[config.mk]
export PLATFORM = sky130hd
export DESIGN_NAME = bresenham_line
export DESIGN_NICKNAME = d
export VERILOG_FILES = /design/src/rtl/bresenham_line.sv
export SDC_FILE = /design/constraint.sdc
export NUM_CORES = 1
export LEC_CHECK = 0
export ABC_AREA = 1
export BUFFER_PORTS_ARGS = -buffer_cell sky130_fd_sc_hd__clkbuf_2
export CORE_ASPECT_RATIO = 0.5
export CORE_MARGIN = 3
export CORE_UTILIZATION = 30
export CTS_BUF_LIST = sky130_fd_sc_hd__clkbuf_4 sky130_fd_sc_hd__clkbuf_8
export CTS_CLUSTER_DIAMETER = 150
export DETAILED_ROUTE_END_ITERATION = 6
export PLACE_DENSITY = 0.44
export SYNTH_ARGS = -nofsm -noshare
export SYNTH_HDL_FRONTEND = slang
export SYNTH_SLANG_ARGS = --single-unit
[constraint.sdc]
create_clock -name clk -period 4.5 [get_ports clk]
set_input_delay 0 -clock clk [delete_from_list [all_inputs] [get_ports clk]]
set_output_delay 0 -clock clk [all_outputs]
set_load 0.01 [all_outputs]
[src/rtl/bresenham_line.sv]
// bresenham_line: steps one line segment per go/done handshake into a valid/ready pixel stream.
// Optional feature macro BRES_CLIP_EN: off-frame points are skipped without being presented.
module bresenham_line #(
    parameter int OUT_WIDTH  = 8,
    parameter int FRAME_MIN  = 0,
    parameter int FRAME_MAX  = 255,
    parameter int BRES_WIDTH = OUT_WIDTH + 1
) (
    input  logic                         clk,
    input  logic                         rst,
    input  logic                         go,
    input  logic signed [BRES_WIDTH-1:0] stax,
    input  logic signed [BRES_WIDTH-1:0] stay,
    input  logic signed [BRES_WIDTH-1:0] endx,
    input  logic signed [BRES_WIDTH-1:0] endy,
    output logic                         busy,
    output logic                         done,
    output logic                         plot,
    input  logic                         plot_ready,
    output logic [OUT_WIDTH-1:0]         x,
    output logic [OUT_WIDTH-1:0]         y
);
    localparam int W  = BRES_WIDTH + 1;
    localparam int EW = BRES_WIDTH + 2;
    localparam logic [1:0] IDLE = 2'd0, INIT = 2'd1, DRAW = 2'd2, DONE = 2'd3;
    localparam logic signed [W-1:0] FMIN = W'(FRAME_MIN);
    localparam logic signed [W-1:0] FMAX = W'(FRAME_MAX);
`ifdef BRES_CLIP_EN
    localparam logic CLIP = 1'b1;
`else
    localparam logic CLIP = 1'b0;
`endif

    logic [1:0]             state_q, state_d;
    logic signed [W-1:0]    x0_q, x0_d, y0_q, y0_d, x1_q, x1_d, y1_q, y1_d;
    logic signed [W-1:0]    px_q, px_d, py_q, py_d, dx_q, dx_d, dy_q, dy_d, sx_q, sx_d, sy_q, sy_d;
    logic signed [EW-1:0]   err_q, err_d;
    logic                   busy_q, busy_d, done_q, done_d, plot_q, plot_d;
    logic [OUT_WIDTH-1:0]   x_q, x_d, y_q, y_d;
    logic signed [W-1:0]    ddx, ddy;
    logic signed [EW-1:0]   e2, dx_e, dy_e;
    logic                   adv, at_end, in_frame;

    assign busy = busy_q;
    assign done = done_q;
    assign plot = plot_q;
    assign x    = x_q;
    assign y    = y_q;

    // Next-state: latch endpoints, set up the stepper, step on consume (or on skip), derive registered outputs.
    always_comb begin
        state_d = state_q;
        x0_d    = x0_q;
        y0_d    = y0_q;
        x1_d    = x1_q;
        y1_d    = y1_q;
        px_d    = px_q;
        py_d    = py_q;
        dx_d    = dx_q;
        dy_d    = dy_q;
        sx_d    = sx_q;
        sy_d    = sy_q;
        err_d   = err_q;
        ddx     = x1_q - x0_q;
        ddy     = y1_q - y0_q;
        dx_e    = {dx_q[W-1], dx_q};
        dy_e    = {dy_q[W-1], dy_q};
        e2      = err_q <<< 1;
        adv     = plot_ready || !plot_q;
        at_end  = (px_q == x1_q) && (py_q == y1_q);
        if (state_q == IDLE && go) begin
            state_d = INIT;
            x0_d    = {stax[BRES_WIDTH-1], stax};
            y0_d    = {stay[BRES_WIDTH-1], stay};
            x1_d    = {endx[BRES_WIDTH-1], endx};
            y1_d    = {endy[BRES_WIDTH-1], endy};
        end else if (state_q == INIT) begin
            state_d = DRAW;
            dx_d    = ddx[W-1] ? -ddx : ddx;
            dy_d    = ddy[W-1] ? ddy : -ddy;
            sx_d    = ddx[W-1] ? {W{1'b1}} : W'(1);
            sy_d    = ddy[W-1] ? {W{1'b1}} : W'(1);
            err_d   = {dx_d[W-1], dx_d} + {dy_d[W-1], dy_d};
            px_d    = x0_q;
            py_d    = y0_q;
        end else if (state_q == DRAW && adv) begin
            if (at_end) begin
                state_d = DONE;
            end else begin
                if (e2 >= dy_e) begin
                    err_d = err_d + dy_e;
                    px_d  = px_q + sx_q;
                end
                if (e2 <= dx_e) begin
                    err_d = err_d + dx_e;
                    py_d  = py_q + sy_q;
                end
            end
        end else if (state_q == DONE) begin
            state_d = IDLE;
        end
        in_frame = px_d >= FMIN && px_d <= FMAX && py_d >= FMIN && py_d <= FMAX;
        busy_d   = state_d == INIT || state_d == DRAW;
        done_d   = state_d == DONE;
        plot_d   = state_d == DRAW && (!CLIP || in_frame);
        x_d      = px_d[OUT_WIDTH-1:0];
        y_d      = py_d[OUT_WIDTH-1:0];
    end

    // State and output registers with synchronous reset that aborts any line in flight.
    always_ff @(posedge clk) begin
        if (rst) begin
            state_q <= IDLE;
            x0_q    <= '0;
            y0_q    <= '0;
            x1_q    <= '0;
            y1_q    <= '0;
            px_q    <= '0;
            py_q    <= '0;
            dx_q    <= '0;
            dy_q    <= '0;
            sx_q    <= '0;
            sy_q    <= '0;
            err_q   <= '0;
            busy_q  <= 1'b0;
            done_q  <= 1'b0;
            plot_q  <= 1'b0;
            x_q     <= '0;
            y_q     <= '0;
        end else begin
            state_q <= state_d;
            x0_q    <= x0_d;
            y0_q    <= y0_d;
            x1_q    <= x1_d;
            y1_q    <= y1_d;
            px_q    <= px_d;
            py_q    <= py_d;
            dx_q    <= dx_d;
            dy_q    <= dy_d;
            sx_q    <= sx_d;
            sy_q    <= sy_d;
            err_q   <= err_d;
            busy_q  <= busy_d;
            done_q  <= done_d;
            plot_q  <= plot_d;
            x_q     <= x_d;
            y_q     <= y_d;
        end
    end
endmodule

==> summary.txt <==
CTS
  – Total CTS buffers: 9
  – Clock Path Buffers: 2
  – Total of cells resized after clock tree synthesis: 0
  – CTS tree: done
  – Root buf cell: clkbuf_8
  – Cts hold-fix bufs: 36
  – H-tree depth: 3
  – TritonCTS Sinks: 94
  – Clk_lat worst skew: between 0.4 and 0.5 ns
  – Clock Pin Slew Worst Setup and Hold Paths: between 0.1 and 0.15 ns
  – Post-CTS Setup Bufs: 0

Outcome
  – Outcome: finished clean

Yosys
  – Syn Nets: 1332
  – Cell area after synthesis: 8010 um2
  – Area fraction in compound gates after synthesis: 20.0%
  – Post-synth ARST share: 0%
  – Synth area leaders: dfxtp_1 23%, ha_1 14%, nand2_1 11%
  – Most used DFF post-synth: dfxtp_1
  – Flops & latches, synth: between 90 and 100
  – Xor/xnor cell area share of the yosys netlist: 5.03%
  – Main combinational cell family by area after synthesis: simple AND/OR/NAND/NOR gates
  – Synth warn: 0
  – Cell count after synthesis: 1195
  – Synth Area in Simple Gates: 24.6%
  – Mux cell area share after synthesis: 0%
  – Syn Area/Cell: 6.71 um2
  – Leading area contributor after synthesis: dfxtp_1
  – Post-synth top area share: 23.5%
  – Yosys cell types: 52
  – Post-synthesis sequential area ratio: about a quarter
  – Post-synth EDFFs: 0
  – Synth Area in Adders: 15.8%

Timing
  – Setup TNS: 0 ns
  – Clk_skew: approximately 0.017 ns
  – Final setup fails: 0
  – Final hold vios: 0
  – Final Critical Period: 4.01 ns
  – Worst-margin pin slew: 0.703 ns
  – Slew Viols, Final: 0
  – Final Cycle Share: 89.2%
  – Fmax: 249 MHz
  – Rel. slew slack: 53.0%
  – RSZ-0062 raised after global routing: false

Power and ir drop
  – Clock share of power: a little over an eighth
  – Combinational power share: 62.4%
  – Switching part of the total: 51.9%
  – P per Cell Area: 497 nW/um2
  – Internal Power: 2.16 mW
  – Reg power frac: 24.3%
  – Leak: 4.41 nW
  – Total power: 4.49 mW
  – Max rail drop VDD: around 0.00017 V
  – Sw power: 2.33 mW

Hold path
  – Hold_sp: plot_ready
  – Hold Crit Class: in -> reg

Drt
  – Detailed Route Iter0 Violations: 447
  – Via count: roughly 7.7k
  – Vias per inst: 4.79
  – Antenna Violating Nets Remaining: 0
  – DRC Markers: 0
  – Pre-antenna DRT Iters: 5
  – Routed length per placed instance: between 15 and 20 um
  – Total Wirelength: around 25 mm

Layout
  – Most common cell after layout, fill and taps aside: nand2_1
  – Design Area, Final: 9050 um2
  – Most frequent cells in the layout: 226 x nand2_1, 154 x inv_1, 116 x a21oi_1
  – Layout Nets: 1393
  – Fillcell total: 2848
  – Fraction of layout cells with a size suffix above 1: 10.2%
  – Area grow syn2layout: 12.9%
  – Antenna diode count: 0

Worst setup path
  – Setup crit start: y0_q[4]
  – Critical Path Fanout Max: 11
  – Critical path data required time: 4.82 ns
  – CP endpoint kind: flop
  – Crit path DAT: 4.34 ns
  – CP Class: reg -> reg
  – R2r startpoint: y0_q[4]
  – CP Launch Type: flop

Floorplan
  – Die area: 28800 um2
  – I/O pin count: 59
  – Die height: 122 um
  – Core area: 25700 um2
  – Die X: 237 um
  – FP Rows: 41
  – Initial Util: 31.2%

GRT
  – Vias in the first global route: 7294
  – Initial antenna violation count: 0
  – Largest net degree at the start of global routing: 62
  – Gr ovfl total: 0
  – Gr usage total: 18.1%
  – First-pass GRT wire length: 40.2 mm

Place
  – Routability cong.: 0.888
  – Post-DP HPWL: ~20 mm
  – Placed instance area: 8500 um2
  – I/O Buffers: 58

Flow run
  – Max_cap viols: 0
flip-flops by register name, indices dropped and copies added (netlist names):
| signal | count |
|---|---|
| sx_q | 2 |
| px_q | 10 |
| busy | 1 |
| dx_q | 10 |
| dy_q | 10 |
| plot | 1 |
| done | 1 |
| err_q | 10 |
| x0_q | 9 |
| y0_q | 9 |
| sy_q | 1 |
| x1_q | 9 |
| state_q | 2 |
| py_q | 10 |
| y1_q | 9 |
cells in the mapped netlist, types with 3 or more instances:
library cell,n
o21ai_1,21
a21o_1,5
fa_1,7
xnor2_1,20
nand2_1,227
a21oi_1,116
buf_6,3
dfxtp_1,94
nand3_1,56
clkbuf_1,23
o211ai_1,5
or2_2,9
xor2_1,26
nor2_1,114
nand3b_1,4
o21bai_1,6
nand4_1,19
nor3_1,5
buf_4,18
ha_1,90
nand2_2,4
inv_1,155
inv_2,5
o21ai_2,5
nor2_2,4
a21oi_2,4
buf_2,4
a31oi_1,12
o21ai_0,104
logic make-up after synthesis:
| kind of cell | after synthesis |
|---|---|
| fa+ha+maj | 97 |
| compound gates | 291 |
| simple gates | 455 |
| buf+inv | 212 |
| xor+xnor | 46 |
| flops | 94 |
metal layers:
layer | share of wire (%) | vias to the layer above | GRT usage, %
li1 | - | 4050 | -
met1 | 54 | 3527 | 26.3
met2 | 42 | 94 | 28.0
met3 | 3.0 | 16 | 3.37
met4 | 1.1 | 0 | 3.73
met5 | 0 | - | 0
worst max-delay path, cell delays in order, from the launching register on:
cell	delay, ns
dfxtp_1	0.35
inv_1	0.06
ha_1	0.39
nand2_1	0.09
nor2_1	0.12
nand3_1	0.10
nand2_1	0.08
nand2_1	0.06
a21boi_1	0.55
inv_2	0.12
nor2_1	0.15
xor2_1	0.21
inv_1	0.07
ha_1	0.35
a21oi_1	0.20
o21ai_0	0.13
a21oi_1	0.18
nor2_1	0.08
o21ai_0	0.21
nand3_1	0.10
nand3_1	0.10
nand3_1	0.08
nor2_1	0.09
nor2_1	0.04
power by group through the flow:
stage / clock network [mW] / logic, mW / registers [mW]
6_report: 0.595 / 2.81 / 1.09
5_1_grt: 0.650 / 3.21 / 1.11
4_1_cts: 0.624 / 2.82 / 1.09
3_5_place_dp: 0 / 2.78 / 1.11
3_3_place_gp: 0 / 2.79 / 1.11
2_1_floorplan: 0 / 2.18 / 1.05
path summary, 6_finish.rpt:
check | cells past startpoint | to | slack (ns)
max | 23 | err_q[7] | 0.49
min | 7 | state_q[0] | 0.06
max reg2reg | 23 | err_q[7] | 0.49
min reg2reg | 2 | y0_q[2] | 0.49
area by class of cell:
type,instances,area (um2),area share [%]
flip-flops and latches,94,1880,20.8
clock buffers,11,145,1.60
repair buffers,100,696,7.69
multi-input cells,889,5240,57.9
inverters,162,611,6.75
well taps,344,430,4.76
clock inverters,5,42.5,0.470
through the flow:
step	hold slack, ns	util (%)	cells	setup slack, ns
2_1_floorplan	0.167	-	1195	1.30
3_3_place_gp	0.254	33.1	1553	0.537
3_5_place_dp	0.263	33.1	1553	0.562
4_1_cts	0.0262	35.2	1605	0.519
5_1_grt	0.0793	35.2	1605	0.0315
6_report	0.0609	35.2	1605	0.485
Note: power is estimated with default switching activity, not from simulation.
